===== config.mk =====
export PLATFORM = sky130hd
export DESIGN_NAME = mips_mc_ctrl
export DESIGN_NICKNAME = d
export VERILOG_FILES = /design/src/rtl/mips_ctrl_pkg.sv /design/src/rtl/mips_alu_decode.sv /design/src/rtl/mips_mc_ctrl.sv
export SDC_FILE = /design/constraint.sdc
export NUM_CORES = 1
export LEC_CHECK = 0
export ABC_CLOCK_PERIOD_IN_PS = 2800
export CORE_UTILIZATION = 50
export DETAILED_ROUTE_END_ITERATION = 6
export GPL_TIMING_DRIVEN = 0
export PLACE_DENSITY = 0.93
export SLEW_MARGIN = 10
export SYNTH_ARGS = -nofsm -noshare
export SYNTH_HDL_FRONTEND = slang
export SYNTH_SLANG_ARGS = --single-unit
export TNS_END_PERCENT = 20

===== constraint.sdc =====
create_clock -name clk -period 2.8 [get_ports clk]
set_input_delay 0.7 -clock clk [delete_from_list [all_inputs] [get_ports clk]]
set_output_delay 0.7 -clock clk [all_outputs]
set_load 0.1 [all_outputs]

===== src/rtl/mips_ctrl_pkg.sv =====
// Shared encodings for the multicycle MIPS control unit.
// Latency: n/a (types and constants only).
// Backpressure: n/a.
package mips_ctrl_pkg;

    typedef enum logic [3:0] {
        S_FETCH, S_DECODE, S_MEMADR, S_MEMRD, S_MEMWB, S_MEMWR,
        S_EXEC, S_ALUWB, S_IEXEC, S_IWB, S_BRANCH, S_JUMP, S_JR, S_JAL,
        S_FAULT
    } state_t;

    // Opcodes (Instr[31:26])
    localparam logic [5:0] OP_RTYPE = 6'h00;
    localparam logic [5:0] OP_J     = 6'h02;
    localparam logic [5:0] OP_JAL   = 6'h03;
    localparam logic [5:0] OP_BEQ   = 6'h04;
    localparam logic [5:0] OP_BNE   = 6'h05;
    localparam logic [5:0] OP_ADDI  = 6'h08;
    localparam logic [5:0] OP_SLTI  = 6'h0A;
    localparam logic [5:0] OP_LW    = 6'h23;
    localparam logic [5:0] OP_SW    = 6'h2B;

    // R-type funct codes (Instr[5:0])
    localparam logic [5:0] FN_SLL = 6'h00;
    localparam logic [5:0] FN_SRL = 6'h02;
    localparam logic [5:0] FN_SRA = 6'h03;
    localparam logic [5:0] FN_JR  = 6'h08;
    localparam logic [5:0] FN_ADD = 6'h20;
    localparam logic [5:0] FN_SUB = 6'h22;
    localparam logic [5:0] FN_AND = 6'h24;
    localparam logic [5:0] FN_OR  = 6'h25;
    localparam logic [5:0] FN_XOR = 6'h26;
    localparam logic [5:0] FN_NOR = 6'h27;
    localparam logic [5:0] FN_SLT = 6'h2A;

    // ALU operation codes
    localparam logic [3:0] ALU_AND = 4'b0000;
    localparam logic [3:0] ALU_OR  = 4'b0001;
    localparam logic [3:0] ALU_XOR = 4'b0010;
    localparam logic [3:0] ALU_NOR = 4'b0011;
    localparam logic [3:0] ALU_ADD = 4'b0101;
    localparam logic [3:0] ALU_SUB = 4'b0110;
    localparam logic [3:0] ALU_SLT = 4'b0111;
    localparam logic [3:0] ALU_SRL = 4'b1000;
    localparam logic [3:0] ALU_SLL = 4'b1001;
    localparam logic [3:0] ALU_SRA = 4'b1010;

    // Datapath mux selects
    localparam logic [1:0] REGDST_RT    = 2'b00;
    localparam logic [1:0] REGDST_RD    = 2'b01;
    localparam logic [1:0] REGDST_R31   = 2'b10;
    localparam logic [1:0] SRCA_PC      = 2'b00;
    localparam logic [1:0] SRCA_A       = 2'b01;
    localparam logic [2:0] SRCB_B       = 3'b000;
    localparam logic [2:0] SRCB_FOUR    = 3'b001;
    localparam logic [2:0] SRCB_IMM     = 3'b010;
    localparam logic [2:0] SRCB_SHAMT   = 3'b011;
    localparam logic [2:0] SRCB_BRIMM   = 3'b100;
    localparam logic [1:0] PCSRC_ALU    = 2'b00;
    localparam logic [1:0] PCSRC_ALUOUT = 2'b01;
    localparam logic [1:0] PCSRC_JUMP   = 2'b10;
    localparam logic [1:0] PCSRC_REG    = 2'b11;

    // Fault causes
    localparam logic [1:0] CAUSE_NONE    = 2'b00;
    localparam logic [1:0] CAUSE_ILLEGAL = 2'b01;
    localparam logic [1:0] CAUSE_TIMEOUT = 2'b10;

    // States that hold a memory request open and may wait on mem_ready
    function automatic logic is_mem_wait(input state_t s);
        return (s == S_FETCH) || (s == S_MEMRD) || (s == S_MEMWR);
    endfunction

endpackage


===== src/rtl/mips_alu_decode.sv =====
// Opcode/funct decode to ALU operation, legality and shift/jr flags.
// Latency: purely combinational.
// Backpressure: none.
module mips_alu_decode
    import mips_ctrl_pkg::*;
(
    input  logic [5:0] OpCode,
    input  logic [5:0] Funct,
    output logic [3:0] alu_ctrl,
    output logic       op_legal,
    output logic       is_shift,
    output logic       is_jr
);

    // Decode the instruction word fields; unknown encodings are flagged illegal
    always_comb begin
        alu_ctrl = ALU_ADD;
        op_legal = 1'b0;
        is_shift = 1'b0;
        is_jr    = 1'b0;
        case (OpCode)
            OP_RTYPE: begin
                op_legal = 1'b1;
                case (Funct)
                    FN_ADD: alu_ctrl = ALU_ADD;
                    FN_SUB: alu_ctrl = ALU_SUB;
                    FN_AND: alu_ctrl = ALU_AND;
                    FN_OR:  alu_ctrl = ALU_OR;
                    FN_XOR: alu_ctrl = ALU_XOR;
                    FN_NOR: alu_ctrl = ALU_NOR;
                    FN_SLT: alu_ctrl = ALU_SLT;
                    FN_SLL: begin alu_ctrl = ALU_SLL; is_shift = 1'b1; end
                    FN_SRL: begin alu_ctrl = ALU_SRL; is_shift = 1'b1; end
                    FN_SRA: begin alu_ctrl = ALU_SRA; is_shift = 1'b1; end
                    FN_JR:  is_jr = 1'b1;
                    default: op_legal = 1'b0;
                endcase
            end
            OP_ADDI: begin op_legal = 1'b1; alu_ctrl = ALU_ADD; end
            OP_SLTI: begin op_legal = 1'b1; alu_ctrl = ALU_SLT; end
            OP_LW, OP_SW, OP_BEQ, OP_BNE, OP_J, OP_JAL: op_legal = 1'b1;
            default: op_legal = 1'b0;
        endcase
    end

endmodule


===== src/rtl/mips_mc_ctrl.sv =====
// Multicycle MIPS control FSM with memory wait states, sticky fault and retire counter.
// Latency: lw 5, sw/R/addi/slti 4, branches/jumps 3 cycles, plus one per memory wait cycle.
// Backpressure: mem_req held until mem_ready; waits beyond MEM_TIMEOUT (if nonzero) halt in FAULT.
module mips_mc_ctrl
    import mips_ctrl_pkg::*;
#(
    parameter int MEM_TIMEOUT = 16,
    parameter int CNT_W       = 32
) (
    input  logic             clk,
    input  logic             rst,
    input  logic [5:0]       OpCode,
    input  logic [5:0]       Funct,
    input  logic             mem_ready,
    output logic             mem_req,
    output logic             MemWrite,
    output logic             IorD,
    output logic             IRWrite,
    output logic             PCWrite,
    output logic             RegWrite,
    output logic             Branch,
    output logic             BranchNE,
    output logic             MemtoReg,
    output logic [1:0]       RegDst,
    output logic [1:0]       ALUSrcA,
    output logic [2:0]       ALUSrcB,
    output logic [1:0]       PCSrc,
    output logic [3:0]       ALUControl,
    output logic             fault,
    output logic [1:0]       fault_cause,
    output logic [CNT_W-1:0] instr_count
);

    // Counter must be able to reach MEM_TIMEOUT itself
    localparam int WAIT_W = (MEM_TIMEOUT > 1) ? $clog2(MEM_TIMEOUT + 1) : 1;

    state_t             state_q, state_d;
    logic [WAIT_W-1:0]  wait_q, wait_d;
    logic               fault_q, fault_d;
    logic [1:0]         cause_q, cause_d;
    logic [CNT_W-1:0]   count_q, count_d;

    logic [3:0]  alu_ctrl;
    logic        op_legal, is_shift, is_jr;
    logic        retire, waiting, timeout_hit;
    logic [31:0] wait_next;

    mips_alu_decode u_alu_decode (
        .OpCode   (OpCode),
        .Funct    (Funct),
        .alu_ctrl (alu_ctrl),
        .op_legal (op_legal),
        .is_shift (is_shift),
        .is_jr    (is_jr)
    );

    // A request that is still unanswered after MEM_TIMEOUT cycles is fatal
    assign waiting     = is_mem_wait(state_q) && !mem_ready;
    assign wait_next   = 32'(wait_q) + 32'd1;
    assign timeout_hit = (MEM_TIMEOUT != 0) && (wait_next == 32'(MEM_TIMEOUT));

    // Next-state, wait counter, fault capture and retire accounting
    always_comb begin
        state_d = state_q;
        cause_d = cause_q;
        fault_d = fault_q;
        retire  = 1'b0;
        wait_d  = waiting ? wait_q + WAIT_W'(1) : '0;
        case (state_q)
            S_FETCH:  if (mem_ready) state_d = S_DECODE;
            S_DECODE: begin
                if (!op_legal) begin
                    state_d = S_FAULT;
                    cause_d = CAUSE_ILLEGAL;
                end else begin
                    case (OpCode)
                        OP_LW, OP_SW:     state_d = S_MEMADR;
                        OP_RTYPE:         state_d = is_jr ? S_JR : S_EXEC;
                        OP_ADDI, OP_SLTI: state_d = S_IEXEC;
                        OP_BEQ, OP_BNE:   state_d = S_BRANCH;
                        OP_J:             state_d = S_JUMP;
                        OP_JAL:           state_d = S_JAL;
                        default: begin
                            state_d = S_FAULT;
                            cause_d = CAUSE_ILLEGAL;
                        end
                    endcase
                end
            end
            S_MEMADR: state_d = (OpCode == OP_LW) ? S_MEMRD : S_MEMWR;
            S_MEMRD:  if (mem_ready) state_d = S_MEMWB;
            S_MEMWR: begin
                if (mem_ready) begin
                    state_d = S_FETCH;
                    retire  = 1'b1;
                end
            end
            S_EXEC:   state_d = S_ALUWB;
            S_IEXEC:  state_d = S_IWB;
            S_MEMWB, S_ALUWB, S_IWB, S_BRANCH, S_JUMP, S_JR, S_JAL: begin
                state_d = S_FETCH;
                retire  = 1'b1;
            end
            S_FAULT:  state_d = S_FAULT;
            default:  state_d = S_FAULT;
        endcase
        if (waiting && timeout_hit) begin
            state_d = S_FAULT;
            cause_d = CAUSE_TIMEOUT;
        end
        if (state_d == S_FAULT) fault_d = 1'b1;
        count_d = retire ? count_q + CNT_W'(1) : count_q;
    end

    // State and bookkeeping registers, synchronous reset
    always_ff @(posedge clk) begin
        if (rst) begin
            state_q <= S_FETCH;
            wait_q  <= '0;
            fault_q <= 1'b0;
            cause_q <= CAUSE_NONE;
            count_q <= '0;
        end else begin
            state_q <= state_d;
            wait_q  <= wait_d;
            fault_q <= fault_d;
            cause_q <= cause_d;
            count_q <= count_d;
        end
    end

    // Moore output decode; only fetch completion strobes look at mem_ready
    always_comb begin
        mem_req    = 1'b0;
        MemWrite   = 1'b0;
        IorD       = 1'b0;
        IRWrite    = 1'b0;
        PCWrite    = 1'b0;
        RegWrite   = 1'b0;
        Branch     = 1'b0;
        BranchNE   = 1'b0;
        MemtoReg   = 1'b0;
        RegDst     = REGDST_RT;
        ALUSrcA    = SRCA_PC;
        ALUSrcB    = SRCB_B;
        PCSrc      = PCSRC_ALU;
        ALUControl = ALU_ADD;
        if (!rst) begin
            case (state_q)
                S_FETCH: begin
                    mem_req = 1'b1;
                    ALUSrcB = SRCB_FOUR;
                    IRWrite = mem_ready;
                    PCWrite = mem_ready;
                end
                S_DECODE: ALUSrcB = SRCB_BRIMM;
                S_MEMADR: begin
                    ALUSrcA = SRCA_A;
                    ALUSrcB = SRCB_IMM;
                end
                S_MEMRD: begin
                    mem_req = 1'b1;
                    IorD    = 1'b1;
                end
                S_MEMWB: begin
                    MemtoReg = 1'b1;
                    RegWrite = 1'b1;
                end
                S_MEMWR: begin
                    mem_req  = 1'b1;
                    IorD     = 1'b1;
                    MemWrite = 1'b1;
                end
                S_EXEC: begin
                    ALUSrcA    = SRCA_A;
                    ALUSrcB    = is_shift ? SRCB_SHAMT : SRCB_B;
                    ALUControl = alu_ctrl;
                end
                S_ALUWB: begin
                    RegDst   = REGDST_RD;
                    RegWrite = 1'b1;
                end
                S_IEXEC: begin
                    ALUSrcA    = SRCA_A;
                    ALUSrcB    = SRCB_IMM;
                    ALUControl = alu_ctrl;
                end
                S_IWB: RegWrite = 1'b1;
                S_BRANCH: begin
                    ALUSrcA    = SRCA_A;
                    ALUControl = ALU_SUB;
                    PCSrc      = PCSRC_ALUOUT;
                    Branch     = (OpCode == OP_BEQ);
                    BranchNE   = (OpCode == OP_BNE);
                end
                S_JUMP: begin
                    PCSrc   = PCSRC_JUMP;
                    PCWrite = 1'b1;
                end
                S_JR: begin
                    PCSrc   = PCSRC_REG;
                    PCWrite = 1'b1;
                end
                S_JAL: begin
                    RegDst   = REGDST_R31;
                    RegWrite = 1'b1;
                    PCSrc    = PCSRC_JUMP;
                    PCWrite  = 1'b1;
                end
                default: ;
            endcase
        end
    end

    assign fault       = fault_q;
    assign fault_cause = cause_q;
    assign instr_count = count_q;

endmodule


==> key figures <==
Setup path
  – CP Capture Type: output pin
  – Max FO, Critical Path: 5
  – WP data arrival: 2340 ps
  – WP data required: 2100 ps
  – Reg2reg path depth: 7
  – Setup CP Type: in2out
  – Critical path launch point type: primary input

Logic synthesis
  – Most used DFF post-synth: dfxtp_1
  – Ys async rst share: 0%
  – Post-Syn Nets: 390
  – Post-synthesis xor/xnor area fraction: 10.95%
  – FF+latch count, synth: 44
  – Warnings from Yosys: 0
  – Area contributors post-synth: dfxtp_1, xnor2_1, nor2_1
  – Syn Area/Cell: 7.743 µm²
  – Area leader, netlist: dfxtp_1
  – Post-synth EDFFs: 0
  – Post-synth cell types: 60
  – Adder-Cell Fraction of Synth Area: 1.303%
  – Mapped Cells: 372
  – Largest family of logic cells by synthesized area: simple AND/OR/NAND/NOR gates
  – Seq/Total Area, Yosys: 30.58%
  – Mux contribution to synthesized area: 1.434%
  – Post-synthesis compound-gate area fraction: 13.51%
  – Yosys top cell area share: 30.58%
  – Most frequent cell after synthesis: nor2_1
  – Synth Area in Simple Gates: 35.49%
  – Netlist Area Pre-Place: 2880 µm²
  – Top cells by count, synth: nor2_1, dfxtp_1, xnor2_1

Layout
  – Share of layout cells above drive strength 1: 30.37%
  – Layout area overhead: 52.74%
  – Final Net Count: 501
  – # diodes: 0

Clock tree
  – Hold Buf Count CTS: 0
  – CTS tree: yes
  – TritonCTS Buffers: 5
  – CTS Sinks: 44
  – Clock transition at path regs: 80 ps
  – Root Buffer: clkbuf_8
  – Clock latency on the worst-skew pair: 320 ps
  – H-Tree Depth: 2
  – Bufs on Longest Clock Path: 2

Placed design
  – Routability cong.: 0.9149
  – Hpwl dp: 5616 µm
  – Number of port buffers: 65

Pwr
  – Pwr per Cell Area: 630.5 nW/µm²
  – Switch share: 48.50%
  – Clock power share: 19.9%
  – Flop pwr share: 24.9%
  – P_leak: 1.559 nW
  – P_int: 1.429 mW
  – Comb power frac: 55.2%
  – Worst IR Drop VDD: 565.0 µV
  – Psw: 1.345 mW

Floorplan
  – Die ar.: 6068 µm²
  – Initial Util: 51.99%
  – Row Count: 27
  – IO Pins: 72
  – Die Wd: 77.90 µm
  – Die Ht: 77.90 µm
  – CORE AREA: 5540 µm²

STA
  – Fmax: 329.4 MHz
  – Final worst-path cycle share: 108.4%
  – Worst-Margin Slew: 1008 ps
  – Setup Viol. Count Final: 17
  – Final worst setup slack: -236.1 ps
  – Slew Viols, Final: 0
  – Final TNS setup: -1339 ps
  – Clock skew: 14.03 ps
  – Hold WS: 507.7 ps
  – Slew HR: 32.58%
  – Final hold violations: 0
  – RSZ-0062 raised after global routing: true
  – Final min period: 3036 ps

Route
  – Routed length per instance: 19.83 µm
  – Vias per Instance: 6.399
  – Vias: 3558
  – Final WL: 11030 µm
  – DRC: 6
  – Post-route ant nets: 0
  – TritonRoute pass-1 iters: 7
  – Initial DRC Count: 665

Worst hold path
  – Hold/Removal Path Class: reg2reg
  – Hold Path Depth: 2

GRT
  – Initial antenna violation count: 0
  – Vias in the first global route: 3174
  – Largest net degree at the start of global routing: 14
  – Gr ovfl total: 0
  – First-pass GRT wire length: 15390 µm
  – All-Layer GR Usage: 32.29%

Run
  – Max Cap Violations: 0

Status
  – Failing checks: DRC, setup timing
  – Status: finished, violations left
-- through the flow --
| stage | worst slack (ps) | util, % | cells | area [µm²] | power [mW] |
|---|---|---|---|---|---|
| 3_5_place_dp | -1851 | 67.01 | 509 | 3712 | 1.945 |
| 6_report | -236.1 | 79.40 | 556 | 4399 | 2.774 |
| 3_3_place_gp | -1793 | 67.01 | 509 | 3712 | 1.928 |
| 5_1_grt | -281.7 | 79.40 | 556 | 4399 | 2.833 |
| 2_1_floorplan | -368.7 | - | 372 | 2972 | 1.685 |
| 4_1_cts | -267.2 | 75.14 | 550 | 4163 | 2.543 |
-- layout make-up --
| cell class | instances | area [µm²] |
|---|---|---|
| flip-flops and latches | 44 | 880.8 |
| multi-input cells | 283 | 2022 |
| well taps | 72 | 90.09 |
| plain buffers | 24 | 156.4 |
| fillers | 314 | 1141 |
| inverters | 21 | 78.83 |
| clock inverters | 1 | 30.03 |
| clock buffers | 7 | 96.34 |
| repair buffers | 104 | 1045 |
-- critical path, cell delays in order --
cell and delay (ps):
clkdlybuf4s50_1 510, nor2_4 180, o21ai_2 80, or4b_4 500, a21oi_4 160, buf_12 190
-- state kept, by name, indices dropped and copies added (netlist names) --
| signal | flops |
|---|---|
| instr_count | 32 |
| wait_q | 5 |
| state_q | 4 |
| fault_cause | 2 |
| fault | 1 |
-- routing by layer --
metal,GRT usage (%),wire (µm),vias to the layer above
li1,-,-,1512
met1,38.10,4144,1632
met2,53.10,5028,311
met3,9.059,1147,103
met4,17.04,704,0
met5,0,0,-
-- power by group through the flow --
stage                     sequential (mW)  clock, mW  combinational, mW
after floorplan                     0.775          0              0.910
after global placement              0.697          0               1.23
after detailed placement            0.700          0               1.24
after CTS                           0.685      0.545               1.31
after global routing                0.692      0.579               1.56
final                               0.690      0.553               1.53
-- logic make-up (layout without fill, tap and decap cells) --
| group | count (synthesis) | count (layout) |
|---|---|---|
| and+or+nand+nor | 182 | 182 |
| AOI/OAI and AO/OA | 57 | 57 |
| buffers and inverters | 45 | 157 |
| DFF | 44 | 44 |
| xor gates and xnor gates | 36 | 36 |
| muxes | 4 | 4 |
| adders and majority gates | 3 | 3 |
| other | 1 | 1 |
-- cells in the final DEF, fill, tap and decap left out, types with 4 or more instances in the layout --
| master | netlist | routed |
|---|---|---|
| a211o_1 | 5 | 5 |
| a21oi_1 | 16 | 12 |
| xnor2_1 | 31 | 31 |
| buf_6 | 1 | 16 |
| clkdlybuf4s50_1 | 0 | 37 |
| clkbuf_2 | 0 | 5 |
| nand2b_1 | 5 | 5 |
| buf_2 | 5 | 8 |
| o21ai_0 | 10 | 8 |
| nor3_2 | 9 | 12 |
| nand2_1 | 24 | 23 |
| clkbuf_1 | 14 | 6 |
| nor2_1 | 63 | 60 |
| dfxtp_1 | 44 | 44 |
| xor2_1 | 5 | 5 |
| buf_12 | 0 | 9 |
| nor4_2 | 10 | 11 |
| buf_4 | 2 | 37 |
| nor3_1 | 16 | 11 |
| and3_1 | 5 | 5 |
| clkbuf_8 | 0 | 8 |
| and4_1 | 4 | 4 |
| nand3_1 | 13 | 13 |
| inv_1 | 20 | 18 |
-- worst paths after layout --
kind | start | end | slack, ps
min reg2reg | fault_cause[0] | fault_cause[0] | 510
min | fault_cause[0] | fault_cause[0] | 510
max | Funct[4] | ALUControl[1] | -240
max reg2reg | state_q[1] | fault | 440
-- repair_timing --
| item | in CTS | in global routing |
|---|---|---|
| hold endpoints to repair | 0 | 0 |
| pin swaps | 10 | 11 |
| setup buffers | 33 | 8 |
| setup endpoints to repair | 21 | 21 |
| gates resized for setup | 193 | 56 |
Power figures use the tool's default switching activity.
